**config.mk**
```make
export PLATFORM = sky130hd
export DESIGN_NAME = mult8x8_sequencer
export DESIGN_NICKNAME = d
export VERILOG_FILES = /design/src/rtl/mult8x8_sequencer.sv
export SDC_FILE = /design/constraint.sdc
export NUM_CORES = 1
export LEC_CHECK = 0
export CORE_MARGIN = 2
export CORE_UTILIZATION = 40
export DETAILED_ROUTE_END_ITERATION = 16
export HOLD_SLACK_MARGIN = 0.12
export PLACE_DENSITY = 0.75
export SETUP_SLACK_MARGIN = 0.1
export SKIP_CTS_REPAIR_TIMING = 1
export SYNTH_ARGS = -nofsm -noshare
export SYNTH_HDL_FRONTEND = slang
export SYNTH_SLANG_ARGS = --single-unit
```
**constraint.sdc**
```tcl
create_clock -name clk -period 3.5 [get_ports clk]
set_clock_uncertainty 0.1 [all_clocks]
set_input_delay 0.7 -clock clk [delete_from_list [all_inputs] [get_ports clk]]
set_output_delay 0.7 -clock clk [all_outputs]
set_load 0.02 [all_outputs]
```
**src/rtl/mult8x8_sequencer.sv**
```systemverilog
// Control FSM for an 8x8 sequential multiplier built from four 4x4 partial products.
// Drives nibble/shift selects and accumulator control; reports progress as a 3-bit state code.
`timescale 1ns/1ps
module mult8x8_sequencer #(
    parameter bit ERR_ON_RESTART = 1'b1
) (
    input  logic       clk,
    input  logic       reset_n,
    input  logic       start,
    output logic [1:0] input_sel,
    output logic [1:0] shift_sel,
    output logic       accum_en,
    output logic       accum_clr,
    output logic [2:0] state_out,
    output logic       busy,
    output logic       done_flag,
    output logic       err_flag
);

    typedef enum logic [2:0] {
        S_IDLE = 3'b000,
        S_LSB  = 3'b001,
        S_MID  = 3'b010,
        S_MSB  = 3'b011,
        S_DONE = 3'b100,
        S_ERR  = 3'b101
    } state_t;

    state_t     state_reg, state_next;
    logic [1:0] count_reg, count_next;
    logic       start_q_reg;

    logic [1:0] input_sel_reg, input_sel_next;
    logic [1:0] shift_sel_reg, shift_sel_next;
    logic       accum_en_reg, accum_en_next;
    logic       busy_reg, busy_next;
    logic       done_reg, done_next;
    logic       err_reg, err_next;

    logic       start_pulse;
    logic       in_run;

    // Gated by reset_n so accum_clr stays low while reset is held.
    assign start_pulse = start & ~start_q_reg & reset_n;
    assign in_run      = (state_reg == S_LSB) || (state_reg == S_MID) || (state_reg == S_MSB);
    assign accum_clr   = start_pulse && (!in_run || !ERR_ON_RESTART);

    always_comb begin
        state_next = state_reg;
        count_next = count_reg;
        if (in_run && start_pulse) begin
            state_next = ERR_ON_RESTART ? S_ERR : S_LSB;
            count_next = 2'd0;
        end else begin
            case (state_reg)
                S_IDLE, S_DONE, S_ERR: begin
                    if (start_pulse) begin
                        state_next = S_LSB;
                        count_next = 2'd0;
                    end
                end
                S_LSB: begin
                    state_next = S_MID;
                    count_next = 2'd1;
                end
                S_MID: begin
                    if (count_reg == 2'd1) begin
                        state_next = S_MID;
                        count_next = 2'd2;
                    end else begin
                        state_next = S_MSB;
                        count_next = 2'd3;
                    end
                end
                S_MSB: begin
                    state_next = S_DONE;
                    count_next = 2'd0;
                end
                default: begin
                    state_next = S_IDLE;
                    count_next = 2'd0;
                end
            endcase
        end
    end

    // Moore outputs are decoded from the next state so they appear registered alongside it.
    always_comb begin
        input_sel_next = 2'b00;
        shift_sel_next = 2'b00;
        accum_en_next  = 1'b0;
        busy_next      = 1'b0;
        done_next      = 1'b0;
        err_next       = 1'b0;
        case (state_next)
            S_LSB: begin
                accum_en_next = 1'b1;
                busy_next     = 1'b1;
            end
            S_MID: begin
                input_sel_next = (count_next == 2'd1) ? 2'b01 : 2'b10;
                shift_sel_next = 2'b01;
                accum_en_next  = 1'b1;
                busy_next      = 1'b1;
            end
            S_MSB: begin
                input_sel_next = 2'b11;
                shift_sel_next = 2'b10;
                accum_en_next  = 1'b1;
                busy_next      = 1'b1;
            end
            S_DONE:  done_next = 1'b1;
            S_ERR:   err_next  = 1'b1;
            default: ;
        endcase
    end

    always_ff @(posedge clk or negedge reset_n) begin
        if (!reset_n) begin
            state_reg     <= S_IDLE;
            count_reg     <= 2'd0;
            start_q_reg   <= 1'b0;
            input_sel_reg <= 2'b00;
            shift_sel_reg <= 2'b00;
            accum_en_reg  <= 1'b0;
            busy_reg      <= 1'b0;
            done_reg      <= 1'b0;
            err_reg       <= 1'b0;
        end else begin
            state_reg     <= state_next;
            count_reg     <= count_next;
            start_q_reg   <= start;
            input_sel_reg <= input_sel_next;
            shift_sel_reg <= shift_sel_next;
            accum_en_reg  <= accum_en_next;
            busy_reg      <= busy_next;
            done_reg      <= done_next;
            err_reg       <= err_next;
        end
    end

    assign input_sel = input_sel_reg;
    assign shift_sel = shift_sel_reg;
    assign accum_en  = accum_en_reg;
    assign state_out = state_reg;
    assign busy      = busy_reg;
    assign done_flag = done_reg;
    assign err_flag  = err_reg;

endmodule

```
==> flow_metrics.py <==
metrics = {
    "power_and_ir_drop": {
        "p_leak_nw": 0.335,
        "power.density_nw_per_um2": 893,
        "ir_drop_v": 0.000339,
    },
    "die": {
        "initial_core_util_pct": 44.0,
        "design.core.area_um2": 1350,
        "pin_count": 15,
        "fp.dieH_um": 42.5,
        "rows": 13,
        "die_x_um": 42.5,
        "die_area_um2": 1810,
    },
    "worst_setup_path": {
        "slowest_stage": "clkdlybuf4s50_1",
        "start_kind": "input pin",
        "cp_max_fo": 5,
        "crit_path_end_kind": "output port",
        "cp_cell_sequence": "clkdlybuf4s50_1 > nand3b_4 > nor2_1 > clkdlybuf4s50_1",
        "critical-path-max-stage-delay_ps": 600,
        "crit_arrival_ps": 2070,
        "critical_path_class": "input pin to output port",
        "crit_top_cell": "clkdlybuf4s50_1",
        "reg2reg_depth": 3,
        "cp.required_ps": 2700,
    },
    "clock_tree": {
        "root_buffer": "clkbuf_4",
        "cts.sinks": 13,
        "clk_path_buf_depth": 2,
        "path_clk_slew_ps": 70,
        "clock_latency_ps": 270,
        "cts_max_level": 1,
        "cts_made_buffers": 3,
        "cts_tree": "yes",
    },
    "synthesis": {
        "syn_area_um2": 594,
        "ys_warn_count": 0,
        "synth-seq-area-share_pct": 54.7,
        "ys_seq_elements": 13,
        "mappedNetlistNets": 56,
        "syn_area_per_cell_um2": 11.2,
        "syn_inst": 53,
        "ys_types": 26,
    },
    "cells_and_area": {
        "drive_above_1_share_pct": 10.3,
        "n_antenna_cell": 0,
        "layout.cells.most_common": "clkdlybuf4s50_1",
        "nNetsFinal": 72,
        "area_delta_synth_final_pct": 27.2,
        "layout_common_cells": "14 x clkdlybuf4s50_1, 13 x dfrtp_1, 6 x nor2_1, 5 x nand2_1, 4 x a21oi_1",
        "largest_register_ffs": 3,
    },
    "timing": {
        "hold_ws_ps": 472,
        "hold_viol_final": 0,
        "rsz0062_at_grt": "no",
        "maxSlewViolCount": 0,
        "maxSlewHeadroom_pct": 72.1,
        "setup_violations": 0,
        "layout_min_cycle_time_ps": 2870,
        "timing.fmax_mhz": 348,
        "fin_tns_setup_ps": 0,
        "worst_slew_pin_slew_ps": 418,
        "period_share_pct": 82.1,
    },
    "outcome": {
        "status": "completed",
    },
    "route": {
        "vias": 432,
        "vias_per_cell": 5.20,
        "wl_per_cell_um": 12.2,
        "detail-route-antenna-nets": 0,
        "drc": 0,
        "drt-initial-drc-count": 23,
        "wl_mm": 1.01,
        "drt_pass1_iterations": 4,
    },
    "grt": {
        "antenna_found_initial": 0,
        "grt_overflow_total": 0,
        "grt.total_usage_pct": 13.6,
        "grt_pass1_vias": 407,
        "grt_max_degree": 15,
        "grt_pass1_wl_mm": 1.82,
    },
    "placed_design": {
        "post-dp-hpwl_um": 758,
        "portBuffers": 14,
        "gp_congestion": 0.800,
    },
    "hold_path": {
        "hold_path.class": "flop to flop",
        "whs_path_depth": 2,
    },
    "run": {
        "max_cap_violations": 0,
    },
}
==> kinds of logic (layout without fill, tap and decap cells) <==
family	count (synthesis)	in the layout	share of synthesized area (%)
flops	13	13	54.7
simple gates	24	24	24.0
buf+inv	5	20	5.89
compound gates	11	11	15.4
==> worst max-delay path, delay by kind of cell <==
| kind | cells | cell delay, ps |
|---|---|---|
| and+or+nand+nor | 2 | 230 |
| buffers and inverters | 2 | 1150 |
==> report_power, final <==
part | switching, mW | internal [mW]
Clock | 0.0462 | 0.0440
Combinational | 0.165 | 0.157
Sequential | 0.0564 | 0.206
==> cell type report <==
class                           count  area (um2)
Clock buffer                        4        26.3
Fill cell                         121         594
Inverter                            1        3.75
Multi-Input combinational cell     35         234
Sequential cell                    13         325
Tap cell                           15        18.8
Timing Repair Buffer               15         148
==> Yosys cell counts <==
| master | n | share of area [%] |
|---|---|---|
| o32ai_1 | 1 | 1.5 |
| or3_1 | 1 | 1.1 |
| a2111oi_4 | 1 | 4.6 |
| buf_2 | 1 | 0.84 |
| o21ai_0 | 1 | 0.84 |
| and3b_1 | 1 | 1.5 |
| nor2_2 | 1 | 1.1 |
| nand2b_1 | 2 | 2.1 |
| buf_6 | 1 | 1.9 |
| dfrtp_1 | 13 | 55 |
| o31ai_1 | 1 | 1.3 |
| nand3b_4 | 1 | 3.4 |
| inv_1 | 1 | 0.63 |
| nand3b_1 | 1 | 1.3 |
| and2b_1 | 2 | 2.5 |
| o22ai_1 | 1 | 1.1 |
| and2_1 | 1 | 1.1 |
| nand2_1 | 5 | 3.2 |
| o311ai_1 | 1 | 1.5 |
| nor2b_1 | 1 | 1.1 |
| or2b_1 | 1 | 1.3 |
| a21boi_1 | 1 | 1.3 |
| buf_4 | 2 | 2.5 |
| nor2_1 | 6 | 3.8 |
| nor3_1 | 1 | 0.84 |
| a21oi_1 | 4 | 3.4 |
==> per-layer routing <==
layer	part of all wire [%]	vias up	global-route usage [%]
li1	-	210	-
met1	46	204	17.9
met2	48	16	20.9
met3	4.0	2	1.29
met4	1.9	0	9.38
met5	0	-	0
==> worst paths after layout <==
kind	startpoint	endpoint	slack, ps
max reg2reg	state_out[1]$_DFF_PN0_	busy$_DFF_PN0_	2120
min reg2reg	count_reg[0]$_DFF_PN0_	count_reg[0]$_DFF_PN0_	470
max	start	accum_clr	630
max in group asynchronous	reset_n	shift_sel[0]$_DFF_PN0_	2400
min	count_reg[0]$_DFF_PN0_	count_reg[0]$_DFF_PN0_	470
min in group asynchronous	reset_n	start_q_reg$_DFF_PN0_	730
==> stage by stage <==
step           cell area [um2]  util, %  worst slack, ps  instances  total power, mW
6_report                   756     56.0              626         83            0.675
2_1_floorplan              594        -             1610         53            0.474
3_5_place_dp               729     54.0              606         79            0.588
5_1_grt                    756     56.0              567         83            0.726
3_3_place_gp               729     54.0              641         79            0.580
4_1_cts                    756     56.0              608         83            0.680
No activity file was read; power rests on OpenSTA's default activity.
